--- config.mk ---
export PLATFORM = sky130hd
export DESIGN_NAME = debug_csr_unit
export DESIGN_NICKNAME = d
export VERILOG_FILES = /design/src/rtl/debug_pkg.sv /design/src/rtl/debug_trigger.sv /design/src/rtl/debug_csr_unit.sv
export SDC_FILE = /design/constraint.sdc
export NUM_CORES = 1
export LEC_CHECK = 0
export ABC_AREA = 0
export CAP_MARGIN = 20
export CELL_PAD_IN_SITES_DETAIL_PLACEMENT = 1
export CELL_PAD_IN_SITES_GLOBAL_PLACEMENT = 1
export CORE_UTILIZATION = 40
export CTS_BUF_LIST = sky130_fd_sc_hd__clkbuf_8
export DETAILED_ROUTE_END_ITERATION = 7
export PLACE_DENSITY_LB_ADDON = 0.2
export SYNTH_ARGS = -nofsm -noshare
export SYNTH_HDL_FRONTEND = slang
export SYNTH_SLANG_ARGS = --single-unit
--- constraint.sdc ---
create_clock -name clk_i -period 5.9 [get_ports clk_i]
set_input_delay 1.475 -clock clk_i [delete_from_list [all_inputs] [get_ports clk_i]]
set_output_delay 1.475 -clock clk_i [all_outputs]
set_load 0.05 [all_outputs]
--- src/rtl/debug_pkg.sv ---
// debug_pkg: shared definitions for the external-debug CSR block.
// Holds CSR addresses, debug cause encodings (shared with debug_controller),
// dcsr/mcontrol field positions, the step-FSM state type and the helpers
// that assemble the architectural read views of dcsr and mcontrol.
package debug_pkg;

  // CSR addresses
  localparam logic [11:0] CSR_TSELECT   = 12'h7A0;
  localparam logic [11:0] CSR_TDATA1    = 12'h7A1;
  localparam logic [11:0] CSR_TDATA2    = 12'h7A2;
  localparam logic [11:0] CSR_DCSR      = 12'h7B0;
  localparam logic [11:0] CSR_DPC       = 12'h7B1;
  localparam logic [11:0] CSR_DSCRATCH0 = 12'h7B2;
  localparam logic [11:0] CSR_DSCRATCH1 = 12'h7B3;

  // Debug cause encodings
  localparam logic [2:0] CAUSE_NONE    = 3'd0;
  localparam logic [2:0] CAUSE_EBREAK  = 3'd1;
  localparam logic [2:0] CAUSE_TRIGGER = 3'd2;
  localparam logic [2:0] CAUSE_HALTREQ = 3'd3;
  localparam logic [2:0] CAUSE_STEP    = 3'd4;

  // dcsr field positions
  localparam int DCSR_EBREAKM   = 15;
  localparam int DCSR_STEP      = 2;
  localparam int DCSR_CAUSE_LSB = 6;

  // mcontrol field positions
  localparam int MC_DMODE      = 27;
  localparam int MC_ACTION_LSB = 12;
  localparam int MC_M          = 6;
  localparam int MC_EXECUTE    = 2;

  // Trigger array is sized to the architectural maximum so tselect can
  // index it without width games; unused slots read as zero.
  localparam int TRIG_MAX = 4;
  localparam int TSEL_W   = 2;

  typedef enum logic [1:0] {
    STEP_IDLE  = 2'd0,
    STEP_ARMED = 2'd1,
    STEP_FIRE  = 2'd2
  } step_state_e;

  // dcsr read view: xdebugver=4, prv=3 (M-mode), everything else zero.
  function automatic logic [31:0] dcsr_pack(input logic ebreakm,
                                            input logic [2:0] cause,
                                            input logic step);
    dcsr_pack = {4'd4, 12'd0, ebreakm, 6'd0, cause, 3'd0, step, 2'b11};
  endfunction

  // mcontrol read view: type=2, action is 0 or 1 only.
  function automatic logic [31:0] mcontrol_pack(input logic dmode,
                                                input logic action_one,
                                                input logic m,
                                                input logic execute);
    mcontrol_pack = {4'd2, dmode, 11'd0, 3'd0, action_one, 5'd0, m, 3'd0,
                     execute, 2'd0};
  endfunction

endpackage

--- src/rtl/debug_trigger.sv ---
// debug_trigger: one mcontrol execute-address trigger.
// Ports:
//   clk_i, rst_i          clock, synchronous active-high reset
//   debug_mode_i          core halted; unlocks dmode-owned triggers
//   tdata1_we_i/2_we_i    write strobes already qualified by tselect
//   wdata_i               CSR write data
//   pc_i                  PC under comparison
//   tdata1_o/tdata2_o     read views
//   match_o               execute match on pc_i (unqualified by valid/mode)
module debug_trigger
  import debug_pkg::*;
#(
  parameter int XLEN = 32
) (
  input  logic            clk_i,
  input  logic            rst_i,
  input  logic            debug_mode_i,
  input  logic            tdata1_we_i,
  input  logic            tdata2_we_i,
  input  logic [XLEN-1:0] wdata_i,
  input  logic [XLEN-1:0] pc_i,
  output logic [XLEN-1:0] tdata1_o,
  output logic [XLEN-1:0] tdata2_o,
  output logic            match_o
);

  logic            dmode_q;
  logic            action_one_q;  // action field is stored as a single 0/1 flag
  logic            m_q;
  logic            execute_q;
  logic [XLEN-1:0] tdata2_q;
  logic            locked_s;

  // A debugger-owned trigger cannot be touched by M-mode software.
  assign locked_s = dmode_q & ~debug_mode_i;

  // Trigger configuration registers with lock-qualified writes.
  always_ff @(posedge clk_i) begin
    if (rst_i) begin
      dmode_q      <= 1'b0;
      action_one_q <= 1'b0;
      m_q          <= 1'b0;
      execute_q    <= 1'b0;
      tdata2_q     <= '0;
    end else begin
      if (tdata1_we_i && !locked_s) begin
        dmode_q      <= wdata_i[MC_DMODE];
        // Unsupported actions collapse to 0 (raise breakpoint exception).
        action_one_q <= (wdata_i[MC_ACTION_LSB +: 4] == 4'd1);
        m_q          <= wdata_i[MC_M];
        execute_q    <= wdata_i[MC_EXECUTE];
      end
      if (tdata2_we_i && !locked_s) begin
        tdata2_q <= wdata_i;
      end
    end
  end

  assign tdata1_o = XLEN'(mcontrol_pack(dmode_q, action_one_q, m_q, execute_q));
  assign tdata2_o = tdata2_q;
  assign match_o  = execute_q & m_q & action_one_q & (pc_i == tdata2_q);

endmodule

--- src/rtl/debug_csr_unit.sv ---
// debug_csr_unit: RISC-V external-debug CSRs plus mcontrol triggers.
// Ports:
//   clk_i, rst_i        clock, synchronous active-high reset
//   csr_we_i/addr/wdata CSR write port; csr_rdata_o is the combinational read
//   pc_i, pc_valid_i    instruction at the trigger-compare stage
//   retire_i            one instruction committed
//   debug_mode_i        core halted in debug mode
//   save_dpc_i, debug_cause_i  capture pc_i into dpc and cause into dcsr
//   dret_i              leaving debug mode; arms single-step when dcsr.step=1
//   dpc_o, ebreakm_o    resume PC and dcsr.ebreakm
//   trigger_match_o     enabled trigger hits pc_i this cycle
//   single_step_o       step request to debug_controller
module debug_csr_unit
  import debug_pkg::*;
#(
  parameter int N_TRIGGERS = 2,
  parameter int XLEN       = 32
) (
  input  logic            clk_i,
  input  logic            rst_i,
  input  logic            csr_we_i,
  input  logic [11:0]     csr_addr_i,
  input  logic [XLEN-1:0] csr_wdata_i,
  output logic [XLEN-1:0] csr_rdata_o,
  input  logic [XLEN-1:0] pc_i,
  input  logic            pc_valid_i,
  input  logic            retire_i,
  input  logic            debug_mode_i,
  input  logic            save_dpc_i,
  input  logic [2:0]      debug_cause_i,
  input  logic            dret_i,
  output logic [XLEN-1:0] dpc_o,
  output logic            ebreakm_o,
  output logic            trigger_match_o,
  output logic            single_step_o
);

  logic              ebreakm_q;
  logic              step_q;
  logic [2:0]        cause_q;
  logic [XLEN-1:0]   dpc_q;
  logic [XLEN-1:0]   dscratch0_q;
  logic [XLEN-1:0]   dscratch1_q;
  logic [TSEL_W-1:0] tselect_q;
  step_state_e       step_state_q;
  step_state_e       step_state_d;

  logic              dbg_we_s;
  logic [XLEN-1:0]   tdata1_s [TRIG_MAX];
  logic [XLEN-1:0]   tdata2_s [TRIG_MAX];
  logic [TRIG_MAX-1:0] match_s;

  // Debug-only registers accept writes only while halted.
  assign dbg_we_s = csr_we_i & debug_mode_i;

  // dcsr, dpc, dscratch and tselect registers.
  always_ff @(posedge clk_i) begin
    if (rst_i) begin
      ebreakm_q   <= 1'b0;
      step_q      <= 1'b0;
      cause_q     <= CAUSE_NONE;
      dpc_q       <= '0;
      dscratch0_q <= '0;
      dscratch1_q <= '0;
      tselect_q   <= '0;
    end else begin
      if (dbg_we_s && (csr_addr_i == CSR_DCSR)) begin
        ebreakm_q <= csr_wdata_i[DCSR_EBREAKM];
        step_q    <= csr_wdata_i[DCSR_STEP];
      end
      // Hardware capture has priority over a same-cycle software dpc write.
      if (save_dpc_i) begin
        dpc_q   <= {pc_i[XLEN-1:1], 1'b0};
        cause_q <= debug_cause_i;
      end else if (dbg_we_s && (csr_addr_i == CSR_DPC)) begin
        dpc_q   <= {csr_wdata_i[XLEN-1:1], 1'b0};
      end
      if (dbg_we_s && (csr_addr_i == CSR_DSCRATCH0)) begin
        dscratch0_q <= csr_wdata_i;
      end
      if (dbg_we_s && (csr_addr_i == CSR_DSCRATCH1)) begin
        dscratch1_q <= csr_wdata_i;
      end
      // Out-of-range selections are dropped so tselect always names a trigger.
      if (csr_we_i && (csr_addr_i == CSR_TSELECT) &&
          (csr_wdata_i < XLEN'(N_TRIGGERS))) begin
        tselect_q <= csr_wdata_i[TSEL_W-1:0];
      end
    end
  end

  for (genvar i = 0; i < TRIG_MAX; i++) begin : g_trig
    if (i < N_TRIGGERS) begin : g_on
      logic sel_s;
      assign sel_s = csr_we_i && (tselect_q == TSEL_W'(i));
      debug_trigger #(.XLEN(XLEN)) u_trig (
        .clk_i        (clk_i),
        .rst_i        (rst_i),
        .debug_mode_i (debug_mode_i),
        .tdata1_we_i  (sel_s && (csr_addr_i == CSR_TDATA1)),
        .tdata2_we_i  (sel_s && (csr_addr_i == CSR_TDATA2)),
        .wdata_i      (csr_wdata_i),
        .pc_i         (pc_i),
        .tdata1_o     (tdata1_s[i]),
        .tdata2_o     (tdata2_s[i]),
        .match_o      (match_s[i])
      );
    end else begin : g_off
      assign tdata1_s[i] = '0;
      assign tdata2_s[i] = '0;
      assign match_s[i]  = 1'b0;
    end
  end

  // Combinational CSR read mux; unmapped addresses read zero.
  always_comb begin
    csr_rdata_o = '0;
    case (csr_addr_i)
      CSR_TSELECT:   csr_rdata_o = XLEN'(tselect_q);
      CSR_TDATA1:    csr_rdata_o = tdata1_s[tselect_q];
      CSR_TDATA2:    csr_rdata_o = tdata2_s[tselect_q];
      CSR_DCSR:      csr_rdata_o = XLEN'(dcsr_pack(ebreakm_q, cause_q, step_q));
      CSR_DPC:       csr_rdata_o = dpc_q;
      CSR_DSCRATCH0: csr_rdata_o = dscratch0_q;
      CSR_DSCRATCH1: csr_rdata_o = dscratch1_q;
      default:       csr_rdata_o = '0;
    endcase
  end

  // Step FSM state register.
  always_ff @(posedge clk_i) begin
    if (rst_i) begin
      step_state_q <= STEP_IDLE;
    end else begin
      step_state_q <= step_state_d;
    end
  end

  // Step FSM next state: dret re-decides from dcsr.step regardless of state.
  always_comb begin
    step_state_d = step_state_q;
    if (dret_i) begin
      step_state_d = step_q ? STEP_ARMED : STEP_IDLE;
    end else begin
      case (step_state_q)
        STEP_IDLE: step_state_d = STEP_IDLE;
        STEP_ARMED: begin
          if (retire_i && !debug_mode_i) begin
            step_state_d = STEP_FIRE;
          end else begin
            step_state_d = STEP_ARMED;
          end
        end
        STEP_FIRE: begin
          if (debug_mode_i) begin
            step_state_d = STEP_IDLE;
          end else begin
            step_state_d = STEP_FIRE;
          end
        end
        default: step_state_d = STEP_IDLE;
      endcase
    end
  end

  assign single_step_o   = (step_state_q == STEP_FIRE);
  assign dpc_o           = dpc_q;
  assign ebreakm_o       = ebreakm_q;
  assign trigger_match_o = pc_valid_i & ~debug_mode_i & (|match_s);

endmodule
==> impl_metrics.py, run 1 <==
metrics = {
    "sta": {
        "min_period_ns": 5.59,
        "period_share_pct": 94.8,
        "fmax_ghz": 0.179,
        "rsz0062_at_grt": "false",
        "finClkSkew_ns": 0.0186,
        "slew_headroom_pct": 32.2,
        "tightest_slew_ns": 1.01,
        "hold_viol_final": 0,
        "drv_slew": 0,
        "fin_tns_setup_ns": 0,
        "final-setup-viol-count": 0,
    },
    "synth": {
        "synth_xor_area_share_pct": 6.41,
        "synth_area_per_cell_sq_um": 8.49,
        "synth_top_area_share_pct": 40.3,
        "yosys_most_used_dff": "dfxtp_1",
        "ys_warn_count": 0,
        "synth_cell_types": 49,
        "synthTopCellsByArea": "dfxtp_1 40%, mux2i_1 13%, nand2_1 9.7%",
        "synth-adder-area-share_pct": 0.286,
        "synth_edf_count": 0,
        "muxShareOfSynthArea_pct": 12.9,
        "synth_top_area_cell": "dfxtp_1",
        "syn_inst": 1031,
        "synth_top_family_by_area": "simple AND/OR/NAND/NOR gates",
        "synth_simple_gate_area_share_pct": 19.6,
        "syn_nets": 1120,
        "synth_compound_area_share_pct": 16.0,
        "ys_ff_latch": 176,
        "ys_seq_area_share_pct": 40.3,
        "syn_area_sq_um": 8750,
        "async_flop_share_pct": 0,
    },
    "floorplanning": {
        "fp.dieW_microns": 150,
        "pin_count": 154,
        "initial_core_util_pct": 41.2,
        "die-area_sq_um": 22500,
        "coreArea_sq_um": 21200,
        "die_h_microns": 150,
        "std_cell_rows": 53,
    },
    "power": {
        "p_comb_share_pct": 13.4,
        "seq_power_share_pct": 51.3,
        "switching_share_pct": 28.5,
        "powerDensity_nw_per_um2": 213,
        "p_clk_share_pct": 35.3,
        "leakage_nw": 4.06,
        "internal_power_w": 0.00170,
        "irDropWorstVdd_v": 0.000121,
        "power_switching_w": 0.000677,
    },
    "min_path": {
        "hp-class": "register to register",
        "hold_depth": 2,
        "min_to": "dscratch0_q[28]",
        "hold_start": "dscratch0_q[28]",
    },
    "detailed_routing": {
        "drc": 0,
        "met3_length_microns": 1610,
        "routed_wl_microns": 30900,
        "viasPerCell": 5.64,
        "wl_met2_microns": 14700,
        "highest_layer": "met4",
        "dr.pass1.iters": 7,
        "ant_nets": 0,
        "route.vias.total": 8078,
        "wl_per_cell_microns": 21.5,
        "drt_iter0_markers": 460,
        "wl_met1_microns": 14100,
    },
    "clocking": {
        "clk_latency_ns": 0.47,
        "post_cts_resized": 0,
        "post_cts_buffers": 0,
        "cts_root_buf": "clkbuf_8",
        "cts_num_sinks": 176,
        "htree_num_levels": 4,
        "cts_made_buffers": 17,
        "cts_tree": "done",
        "path_clk_slew_ns": 0.09,
        "ctsHoldBuffers": 0,
        "cts.path.max_buffers": 2,
    },
    "critical_path": {
        "worstSetupStartpointType": "primary input",
        "crit_type": "primary input to primary output",
        "critPathCaptureType": "primary output",
        "reg2reg_from": "tselect_q[0]",
        "critPathArrivalTime_ns": 4.12,
        "crit_chain": "clkdlybuf4s50_1, xnor2_1, nand4_1, nor4_1, nand4_1, o22ai_1, clkdlybuf4s50_1",
        "cp_max_fo": 3,
        "worst_ep_required_time_ns": 4.43,
        "rr_worst_depth": 5,
        "rrSetupSlack_ns": 3.43,
        "critPathMaxStageDelay_ns": 0.88,
        "path_delay_family": "buffers and inverters",
        "reg2reg_to": "g_trig[0].g_on.u_trig.tdata2_o[9]",
        "crit_buf_inv": 2,
        "cp_slowest_cell": "clkdlybuf4s50_1",
    },
    "placed_design": {
        "io_buffers": 152,
        "gp_congestion": 0.848,
        "placedCellCount": 1400,
        "place_hpwl_microns": 21100,
    },
    "grt": {
        "grt_pass1_wl_microns": 47300,
        "antenna_found_initial": 0,
        "overflow": 0,
        "grt_use_total_pct": 27.9,
        "grt_pass1_vias": 8179,
        "grt_max_degree": 135,
    },
    "cells_and_area": {
        "area.growth.synth_to_final_pct": 27.4,
        "layout_commonest_cell": "nand2_1",
        "finalNonFillerCells": 1433,
        "diodes": 0,
        "layout-drive-gt1-share_pct": 11.1,
        "nets": 1234,
        "layout_common_cells": "226 x nand2_1, 175 x dfxtp_1, 118 x clkdlybuf4s50_1, 113 x mux2i_1, 100 x a21oi_1",
    },
    "run": {
        "max-cap-violations": 0,
    },
    "run_status": {
        "status": "finished, final reports clean",
    },
}
-- final cells by class --
type	instances	area [sq um]
Inverter	8	30.0
Multi-Input combinational cell	770	4860
Clock inverter	12	106
Sequential cell	176	3520
Fill cell	2476	10100
Timing Repair Buffer	172	2010
Tap cell	275	344
Clock buffer	20	275
-- metal layers --
layer,up-vias,GRT usage (%)
met5,-,0
met1,4030,36.7
met4,0,6.67
met2,215,46.9
met3,25,5.27
li1,3808,-
-- worst max path at each step --
stage                              from              end  slack (ns)  cells after the start
after floorplan           csr_addr_i[1]  csr_rdata_o[15]        1.13                      6
after global placement          pc_i[5]  trigger_match_o        0.38                      7
after detailed placement       pc_i[26]  trigger_match_o        0.37                      7
after CTS                      pc_i[26]  trigger_match_o        0.36                      7
after global routing            pc_i[7]  trigger_match_o        0.21                      7
final                           pc_i[5]  trigger_match_o        0.31                      7
-- through the flow --
step | total power, W | hold WS [ns] | worst slack [ns] | instance area (sq um) | utilization, %
finish | 0.00237 | 0.459 | 0.305 | 11200 | 52.6
global route | 0.00245 | 0.469 | 0.208 | 11200 | 52.6
CTS | 0.00238 | 0.458 | 0.361 | 11100 | 52.4
detailed placement | 0.00156 | 0.445 | 0.373 | 10700 | 50.6
global placement | 0.00156 | 0.438 | 0.378 | 10700 | 50.6
floorplan | 0.00140 | 0.431 | 1.13 | 8750 | -
-- worst reg2reg max path, delay by kind of cell, from the launching register on --
| kind | cells | cell delay (ns) |
|---|---|---|
| DFF | 1 | 0.98 |
| muxes | 1 | 0.30 |
| buffers and inverters | 1 | 0.53 |
| and+or+nand+nor | 3 | 0.52 |
-- power by group through the flow --
| stage | combinational (W) | clock, W | sequential, W |
|---|---|---|---|
| final | 0.000318 | 0.000837 | 0.00122 |
| after global routing | 0.000333 | 0.000899 | 0.00122 |
| after CTS | 0.000316 | 0.000849 | 0.00122 |
| after detailed placement | 0.000315 | 0 | 0.00125 |
| after global placement | 0.000311 | 0 | 0.00125 |
| after floorplan | 0.000105 | 0 | 0.00130 |
-- Yosys cell counts, drive strengths merged (4+ instances only) --
cell type,number
nand2,226
dfxtp,176
mux2i,113
a21oi,100
nor2,82
clkbuf,47
a211oi,32
xnor2,32
xor2,32
buf,30
o21ai,27
a221o,21
nor4,20
nand4,16
nand3,11
inv,8
nor3,5
nor3b,5
o211ai,5
o22ai,5
a211o,4
a222oi,4
nand2b,4
or3,4
-- cell families (layout without fill, tap and decap cells) --
| group | count (synthesis) | count (layout) |
|---|---|---|
| DFF | 176 | 176 |
| muxes | 113 | 113 |
| and+or+nand+nor | 389 | 389 |
| adders and majority gates | 2 | 2 |
| xor gates and xnor gates | 64 | 64 |
| other | 1 | 1 |
| AOI/OAI and AO/OA | 201 | 201 |
| buffers and inverters | 85 | 212 |
-- state kept, by name (all words and copies together) (netlist names), 3 cells and up --
register,cells
cause_q,3
dpc_o,31
dscratch0_q,32
dscratch1_q,32
g_trig.g_on.u_trig.tdata2_o,64
Power figures use the tool's default switching activity.
==> inputs of run 2 (changes only) <==
- HOLD_SLACK_MARGIN: unset -> 0.02
- SETUP_SLACK_MARGIN: unset -> 0.4
==> run 2 against run 1 <==
  * Utilization unchanged
  * Power about the same
  * Non-clock buffer count unchanged
  * Register-to-register slack about the same
  * Sequential power about the same
  * Routed wire length about the same
  * Die area unchanged
  * Final cell count unchanged
  * Final area unchanged
  * Via count unchanged
==> impl_metrics.py, run 2 (same netlist as run 1, synthesis figures left out) <==
metrics = {
    "run_status": {
        "status": "finished, final reports clean",
    },
    "cells_and_area": {
        "diodes": 0,
        "nets": 1234,
        "final_cell_area_sq_um": 11200,
        "area.growth.synth_to_final_pct": 27.4,
        "largest_reg_flops": 64,
        "layout-drive-gt1-share_pct": 11.1,
        "layout_common_cells": "226 x nand2_1, 175 x dfxtp_1, 117 x clkdlybuf4s50_1, 113 x mux2i_1, 100 x a21oi_1",
        "layout_commonest_cell": "nand2_1",
    },
    "sta": {
        "fmax_ghz": 0.187,
        "fin_tns_setup_ns": 0,
        "layout_setup_ws_ns": 0.566,
        "min_period_ns": 5.33,
        "hold_viol_final": 0,
        "rsz0062_at_grt": "false",
        "period_share_pct": 90.4,
        "slew_headroom_pct": 32.2,
        "drv_slew": 0,
        "finClkSkew_ns": 0.0186,
        "final-setup-viol-count": 0,
        "tightest_slew_ns": 1.01,
    },
    "detailed_routing": {
        "ant_nets": 0,
        "wl_per_cell_microns": 21.5,
        "viasPerCell": 5.64,
        "route.vias.total": 8078,
        "drt_iter0_markers": 460,
        "drc": 0,
        "dr.pass1.iters": 7,
        "routed_wl_microns": 30900,
    },
    "critical_path": {
        "critPathCaptureType": "primary output",
        "rrSetupSlack_ns": 3.43,
        "reg2reg_from": "tselect_q[0]",
        "worstSetupStartpointType": "primary input",
        "critPathArrivalTime_ns": 3.86,
        "worst_ep_required_time_ns": 4.43,
        "cp_max_fo": 33,
        "cp-startpoint": "csr_addr_i[0]",
        "crit_type": "primary input to primary output",
    },
    "clocking": {
        "cts_made_buffers": 17,
        "post_cts_buffers": 0,
        "cts_num_sinks": 176,
        "clk_latency_ns": 0.47,
        "path_clk_slew_ns": 0.09,
        "cts_tree": "done",
        "cts.path.max_buffers": 2,
        "ctsHoldBuffers": 0,
        "htree_num_levels": 4,
        "cts_root_buf": "clkbuf_8",
        "post_cts_resized": 1,
    },
    "power": {
        "leakage_nw": 4.06,
        "powerDensity_nw_per_um2": 213,
        "irDropWorstVdd_v": 0.000121,
    },
    "grt": {
        "grt_max_degree": 135,
        "grt_pass1_wl_microns": 47300,
        "antenna_found_initial": 0,
        "overflow": 0,
        "grt_pass1_vias": 8182,
        "grt_use_total_pct": 27.9,
    },
    "floorplanning": {
        "die_h_microns": 150,
        "std_cell_rows": 53,
        "coreArea_sq_um": 21200,
        "fp.dieW_microns": 150,
        "die-area_sq_um": 22500,
        "pin_count": 154,
        "initial_core_util_pct": 41.2,
    },
    "min_path": {
        "hp-class": "register to register",
        "hold_start": "dscratch0_q[28]",
    },
    "placed_design": {
        "io_buffers": 152,
        "postPlaceCellArea_sq_um": 10700,
        "post-place-ws_ns": 0.373,
        "place_hpwl_microns": 21100,
        "gp_congestion": 0.848,
    },
    "run": {
        "max-cap-violations": 0,
    },
}
run 2: worst max-delay path: stages:
cell,delay [ns]
clkdlybuf4s50_1,0.70
nand3b_1,0.43
nor4_4,0.19
buf_4,0.45
nand2_1,0.11
o21ai_0,0.12
a221o_1,0.21
buf_12,0.15
run 2: power breakdown:
group	internal, W	switching (W)
Sequential	0.00120	0.0000139
Combinational	0.000123	0.000196
Clock	0.000369	0.000467
Total	0.00170	0.000677
run 2: metrics by stage:
stage	total power [W]	std cells	util (%)	hold WS, ns
after floorplan	0.00140	1031	-	0.431
after global placement	0.00156	1400	50.6	0.438
after detailed placement	0.00156	1400	50.6	0.445
after CTS	0.00238	1432	52.4	0.458
after global routing	0.00245	1433	52.6	0.469
final	0.00237	1433	52.6	0.459
run 2: final cells by class:
| class | instances | area [sq um] |
|---|---|---|
| flip-flops and latches | 176 | 3520 |
| fillers | 2479 | 10100 |
| well taps | 275 | 344 |
| clock inverters | 12 | 106 |
| repair buffers | 172 | 2010 |
| multi-input cells | 770 | 4860 |
| inverters | 8 | 30.0 |
| clock buffers | 20 | 275 |
run 2: routing by layer:
metal  wire length, microns  up-vias  GRT usage (%)
li1                       -     3808              -
met1                  14100     4030           36.7
met2                  14700      215           46.9
met3                   1610       25           5.30
met4                    372        0           6.67
met5                      0        -              0
run 2: path summary, 6_finish.rpt:
check	to	cells past startpoint
hold reg to reg	dscratch0_q[28]	2
setup / recovery	csr_rdata_o[24]	8
setup reg to reg	g_trig[0].g_on.u_trig.tdata2_o[9]	5
hold / removal	dscratch0_q[28]	2
